==> src/rtl/clk_reset_sequencer.sv <==
// Power-up / reset sequencer. Waits for the oscillator to settle and the PLL
// to hold lock, then releases the memory, video and CPU reset domains in that
// order and generates the CPU clock enable. It also handles CPU-only soft
// resets, and it re-sequences from WAIT_LOCK whenever lock is lost.
//
// Input handshake: there is no valid/ready pair on this block.
// - soft_reset_req is a level that is sampled on every clk edge.
// - pll_lock is an asynchronous level and is synchronized internally.
// - Every output is a registered level. ce_cpu is a single-cycle strobe.
module clk_reset_sequencer #(
  parameter int STARTUP_CYCLES = 1024,
  parameter int LOCK_FILTER    = 16,
  parameter int STAGE_GAP      = 64,
  parameter int CPU_DIV        = 4
) (
  input  logic       clk,
  input  logic       rst_n,
  input  logic       pll_lock,
  input  logic       soft_reset_req,
  output logic       rst_mem_n,
  output logic       rst_vid_n,
  output logic       rst_cpu_n,
  output logic       ce_cpu,
  output logic       ready,
  output logic [2:0] state
);

  // The counter is sized from the largest timing parameter, plus one spare bit.
  localparam int MAX_AB = (STARTUP_CYCLES > LOCK_FILTER) ? STARTUP_CYCLES : LOCK_FILTER;
  localparam int MAX_CD = (STAGE_GAP > CPU_DIV) ? STAGE_GAP : CPU_DIV;
  localparam int MAX_P  = (MAX_AB > MAX_CD) ? MAX_AB : MAX_CD;
  localparam int CW     = $clog2(MAX_P) + 1;
  localparam int DW     = (CPU_DIV > 1) ? $clog2(CPU_DIV) : 1;

  // Terminal count values, one per timed state.
  localparam logic [CW-1:0] C_HOLD_END = CW'(STARTUP_CYCLES - 1);
  localparam logic [CW-1:0] C_LOCK_END = CW'(LOCK_FILTER - 1);
  localparam logic [CW-1:0] C_GAP_END  = CW'(STAGE_GAP - 1);
  localparam logic [DW-1:0] C_DIV_END  = DW'(CPU_DIV - 1);

  // State encodings. These are exported unchanged on the debug 'state' port.
  localparam logic [2:0] S_HOLD      = 3'd0;
  localparam logic [2:0] S_WAIT_LOCK = 3'd1;
  localparam logic [2:0] S_REL_MEM   = 3'd2;
  localparam logic [2:0] S_REL_VID   = 3'd3;
  localparam logic [2:0] S_RUN       = 3'd4;
  localparam logic [2:0] S_SOFT      = 3'd5;

  logic [2:0]    r_state;
  logic [CW-1:0] r_cnt;
  logic [DW-1:0] r_div;
  logic          r_lock_meta;
  logic          r_lock_s;

  logic [2:0]    w_state_nxt;
  logic [CW-1:0] w_cnt_nxt;
  logic [DW-1:0] w_div_nxt;
  logic          w_ce_nxt;
  logic          w_mem_nxt;
  logic          w_vid_nxt;
  logic          w_cpu_nxt;
  logic          w_ready_nxt;

  // Two-flop synchronizer that brings the asynchronous pll_lock into the clk domain.
  always_ff @(posedge clk or negedge rst_n) begin
    if (!rst_n) begin
      r_lock_meta <= 1'b0;
      r_lock_s    <= 1'b0;
    end else begin
      r_lock_meta <= pll_lock;
      r_lock_s    <= r_lock_meta;
    end
  end

  // Next-state and counter logic. Lock loss takes priority over everything else.
  always_comb begin
    w_state_nxt = r_state;
    w_cnt_nxt   = '0;
    case (r_state)
      S_HOLD: begin
        if (r_cnt == C_HOLD_END) begin
          w_state_nxt = S_WAIT_LOCK;
        end else begin
          w_cnt_nxt = r_cnt + CW'(1);
        end
      end
      S_WAIT_LOCK: begin
        if (r_lock_s) begin
          if (r_cnt == C_LOCK_END) begin
            w_state_nxt = S_REL_MEM;
          end else begin
            w_cnt_nxt = r_cnt + CW'(1);
          end
        end
      end
      S_REL_MEM: begin
        if (!r_lock_s) begin
          w_state_nxt = S_WAIT_LOCK;
        end else if (r_cnt == C_GAP_END) begin
          w_state_nxt = S_REL_VID;
        end else begin
          w_cnt_nxt = r_cnt + CW'(1);
        end
      end
      S_REL_VID: begin
        if (!r_lock_s) begin
          w_state_nxt = S_WAIT_LOCK;
        end else if (r_cnt == C_GAP_END) begin
          w_state_nxt = S_RUN;
        end else begin
          w_cnt_nxt = r_cnt + CW'(1);
        end
      end
      S_RUN: begin
        if (!r_lock_s) begin
          w_state_nxt = S_WAIT_LOCK;
        end else if (soft_reset_req) begin
          w_state_nxt = S_SOFT;
        end
      end
      S_SOFT: begin
        if (!r_lock_s) begin
          w_state_nxt = S_WAIT_LOCK;
        end else if (soft_reset_req) begin
          // A repeated request restarts the pulse, so cnt stays cleared.
          w_state_nxt = S_SOFT;
        end else if (r_cnt == C_GAP_END) begin
          w_state_nxt = S_RUN;
        end else begin
          w_cnt_nxt = r_cnt + CW'(1);
        end
      end
      default: begin
        w_state_nxt = S_HOLD;
      end
    endcase
  end

  // CPU clock-enable divider. It only runs while the FSM stays in RUN.
  always_comb begin
    w_div_nxt = '0;
    w_ce_nxt  = 1'b0;
    if ((r_state == S_RUN) && (w_state_nxt == S_RUN)) begin
      if (r_div == C_DIV_END) begin
        w_div_nxt = '0;
        w_ce_nxt  = 1'b1;
      end else begin
        w_div_nxt = r_div + DW'(1);
      end
    end
  end

  // Reset and ready levels are decoded from the next state, so the registered outputs change on the same edge as the state.
  always_comb begin
    w_mem_nxt   = 1'b0;
    w_vid_nxt   = 1'b0;
    w_cpu_nxt   = 1'b0;
    w_ready_nxt = 1'b0;
    case (w_state_nxt)
      S_REL_MEM: begin
        w_mem_nxt = 1'b1;
      end
      S_REL_VID: begin
        w_mem_nxt = 1'b1;
        w_vid_nxt = 1'b1;
      end
      S_RUN: begin
        w_mem_nxt   = 1'b1;
        w_vid_nxt   = 1'b1;
        w_cpu_nxt   = 1'b1;
        w_ready_nxt = 1'b1;
      end
      S_SOFT: begin
        w_mem_nxt = 1'b1;
        w_vid_nxt = 1'b1;
      end
      default: begin
        w_mem_nxt = 1'b0;
      end
    endcase
  end

  // State, counter, divider and output registers.
  always_ff @(posedge clk or negedge rst_n) begin
    if (!rst_n) begin
      r_state   <= S_HOLD;
      r_cnt     <= '0;
      r_div     <= '0;
      rst_mem_n <= 1'b0;
      rst_vid_n <= 1'b0;
      rst_cpu_n <= 1'b0;
      ce_cpu    <= 1'b0;
      ready     <= 1'b0;
      state     <= 3'd0;
    end else begin
      r_state   <= w_state_nxt;
      r_cnt     <= w_cnt_nxt;
      r_div     <= w_div_nxt;
      rst_mem_n <= w_mem_nxt;
      rst_vid_n <= w_vid_nxt;
      rst_cpu_n <= w_cpu_nxt;
      ce_cpu    <= w_ce_nxt;
      ready     <= w_ready_nxt;
      state     <= w_state_nxt;
    end
  end

endmodule

==> config.mk <==
export PLATFORM = sky130hd
export DESIGN_NAME = clk_reset_sequencer
export DESIGN_NICKNAME = d
export VERILOG_FILES = /design/src/rtl/clk_reset_sequencer.sv
export SDC_FILE = /design/constraint.sdc
export NUM_CORES = 1
export LEC_CHECK = 0
export CAP_MARGIN = 30
export CORE_MARGIN = 1.5
export CORE_UTILIZATION = 40
export DETAILED_ROUTE_END_ITERATION = 12
export HOLD_SLACK_MARGIN = 0.05
export SLEW_MARGIN = 20
export SYNTH_ARGS = -nofsm -noshare
export SYNTH_HDL_FRONTEND = slang
export SYNTH_SLANG_ARGS = --single-unit
export TNS_END_PERCENT = 50
==> constraint.sdc <==
create_clock -name clk -period 2.5 [get_ports clk]
set_input_delay 0.375 -clock clk [delete_from_list [all_inputs] [get_ports clk]]
set_output_delay 0.375 -clock clk [all_outputs]
set_load 0.01 [all_outputs]
==> key figures <==
Final layout
  – Fin util: 52.0%
  – Multi-input logic area: 515 sq um
  – Layout cells sized above 1: 11.3%
  – Reg area: 551 sq um
  – Fill cells: 245
  – Ant. Diodes: 0
  – Layout Nets: 131
  – Final Cell Area: 1320 sq um
  – Area delta synth->final: 19.7%

Worst setup path
  – Largest fanout on the critical path: 8
  – Critical Path RT: 2.72 ns
  – Crit path DAT: 2.43 ns
  – Worst reg2reg path endpoint: rst_vid_n
  – R2R cell count: 5
  – WS Path Type: reg2reg
  – Flop-to-flop setup slack: 0.29 ns
  – CP startpoint kind: flop
  – Crit. End Element: flop
  – R2r startpoint: r_cnt[6]

STA
  – Fin Hold WS: 0.361 ns
  – Worst-Margin Slew: 0.703 ns
  – Fin. max-slew vios: 0
  – # setup viols final: 0
  – Setup TNS: 0 ns
  – F_max: 0.452 GHz
  – RSZ-0062 raised after global routing: no
  – Hold Violations, Final: 0
  – Crit share post-route: 88.5%
  – Min Clock Period, post-route: 2.21 ns
  – Clock skew: 0.000840 ns
  – Slew HR: 51.9%

Clocking
  – Post-CTS Resized: 0
  – TritonCTS buffer count: 3
  – TritonCTS clock tree: done
  – Post-CTS Setup Inserts: 0
  – H-tree depth: 1
  – Clock Tree Buf Depth: 2
  – Clock Pin Slew Worst Setup and Hold Paths: 0.12 ns
  – Hold buffer count at cts: 0
  – Clock Sinks: 22
  – CTS Root Cell: clkbuf_4
  – Later-pin clock latency in the skew report: 0.31 ns

Power
  – VDD IR max: 0.000384 V
  – Final Total Pwr: 647 uW
  – LEAKAGE: 0.000572 uW
  – Pwr dens: 489 nW/um^2

Job
  – Maxcap violations: 0

Floorplanning
  – Row cnt: 18
  – Io pins: 12
  – Die width: 55.6 um
  – Die Y: 55.6 um
  – Starting Density: 43.4%
  – Die footprint: 3090 sq um
  – Core Footprint: 2540 sq um

GRT
  – Tot GR Track Use: 15.1%
  – Vias in the first global route: 843
  – GRT overflow: 0
  – Antenna violations before repair: 0
  – First-pass GRT wire length: 3760 um
  – Largest net degree at the start of global routing: 23

Detailed routing
  – Vias: 823
  – Drt drc: 0
  – Total routed wirelength: 2000 um
  – Detailed-route vias per instance: 5.34
  – DRT Pass-1 Iters: 5
  – Routed WL per cell: 13.0 um
  – Final ANT Viol Nets: 0
  – DR iter-0 viols: 17

Place
  – Final Wtd Congestion: 0.799
  – Hpwl dp: 1440 um
  – # port buffers: 11
  – Post-placement cell area: 1270 sq um

Min path
  – Hold path start: r_lock_meta
  – Min-Delay Endpoint: r_lock_s
  – HP Class: reg2reg
  – Number of cells on the worst hold path: 0

Outcome
  – Status: completed

Logic synthesis
  – Distinct cells, synth: 33
  – Post-synthesis register bit count: 22
  – Synthesized cell area: 1100 sq um
  – Synthesis Warnings: 0
  – Cells after Synth: 108
  – Avg Inst Size Synth: 10.2 sq um
  – Sequential-to-total area share from yosys stat: 49.8%
  – Net count after synthesis: 114
-- synthesized netlist by cell type (all sizes together) --
cell     count  area share [%]
dfrtp       22              50
nor2        16             5.4
nand3        6             2.7
inv          5             1.7
nand2        5             1.7
nor3         5             2.7
xnor2        5             4.0
nor2b        4             2.3
nor3b        4             2.7
xor2         4             3.2
a211oi       3             2.5
and2         3             1.7
a2111oi      2             1.6
a21oi        2            0.91
buf          2             1.1
clkbuf       2            0.68
ha           2             2.3
o21a         2             1.4
o21ai        2            0.91
o2bb2ai      2             1.6
a311oi       1            0.79
a31oi        1            0.57
a41oi        1            0.79
and3         1            0.57
mux2i        1            0.91
nor4         1             1.9
nor4bb       1            0.91
o211ai       1            0.68
or3          1             1.0
or4          1             1.0
-- power by group --
group | leakage (uW) | internal [uW] | switching, uW
clock network | 0.0000279 | 162 | 111
registers | 0.000288 | 357 | 1.03
logic | 0.000256 | 5.56 | 9.20
-- flip-flops by register name (all words and copies together) (netlist names) --
register / count
rst_mem_n: 1
r_div: 2
r_lock_s: 1
r_state: 3
rst_vid_n: 1
r_cnt: 11
ready: 1
ce_cpu: 1
r_lock_meta: 1
-- metal layers --
layer,share of wire (%),vias to the layer above,global-route usage (%)
li1,-,409,-
met2,45,11,23.3
met1,51,401,20.6
met3,3.5,2,5.39
met5,0,-,0
met4,0.75,0,2.79
-- cell families after synthesis --
family	share of synthesized area (%)
DFF	49.8
AOI/OAI and AO/OA	11.7
xor gates and xnor gates	7.13
adders and majority gates	2.26
buffers and inverters	3.51
muxes	0.906
and+or+nand+nor	24.7
-- worst max-delay path by stage --
stage / startpoint / to / slack, ns
after floorplan: r_cnt[0] / rst_vid_n / 0.40
after global placement: soft_reset_req / rst_vid_n / 0.29
after detailed placement: soft_reset_req / rst_vid_n / 0.24
after CTS: r_cnt[6] / rst_vid_n / 0.31
after global routing: r_cnt[0] / rst_vid_n / 0.15
final: r_cnt[6] / rst_vid_n / 0.29
-- through the flow --
| stage | worst slack, ns | instances |
|---|---|---|
| 3_3_place_gp | 0.293 | 150 |
| 5_1_grt | 0.151 | 154 |
| 2_1_floorplan | 0.404 | 108 |
| 3_5_place_dp | 0.242 | 150 |
| 4_1_cts | 0.309 | 154 |
| 6_report | 0.287 | 154 |
-- critical path, cell delays in order (launching register included) --
cell and delay (ns):
dfrtp_1 0.44, or3_4 0.41, nor4_4 0.36, a211oi_1 0.15
or4_4 0.56, o21a_1 0.20
-- layout make-up --
cell class	count	share of cell area, %
inverter	5	1.42
sequential	22	41.6
tap	30	2.84
clock buffer	3	1.70
timing repair buffer	16	11.2
clock inverter	1	2.27
multi-input combinational	77	39.0
-- placed cells by master (no fill, tap or decap), types with 2 or more instances in the layout --
cell	count
dfrtp_1	22
nor2_1	16
clkdlybuf4s50_1	11
nand3_1	6
nand2_1	5
inv_1	5
xnor2_1	5
buf_4	5
nor2b_1	4
nor3b_1	4
nor3_1	4
xor2_1	4
and2_1	3
clkbuf_4	3
o2bb2ai_1	2
a2111oi_0	2
a211oi_1	2
o21ai_0	2
a21oi_1	2
o21a_1	2
ha_1	2
(Power assumes the default switching activity.)
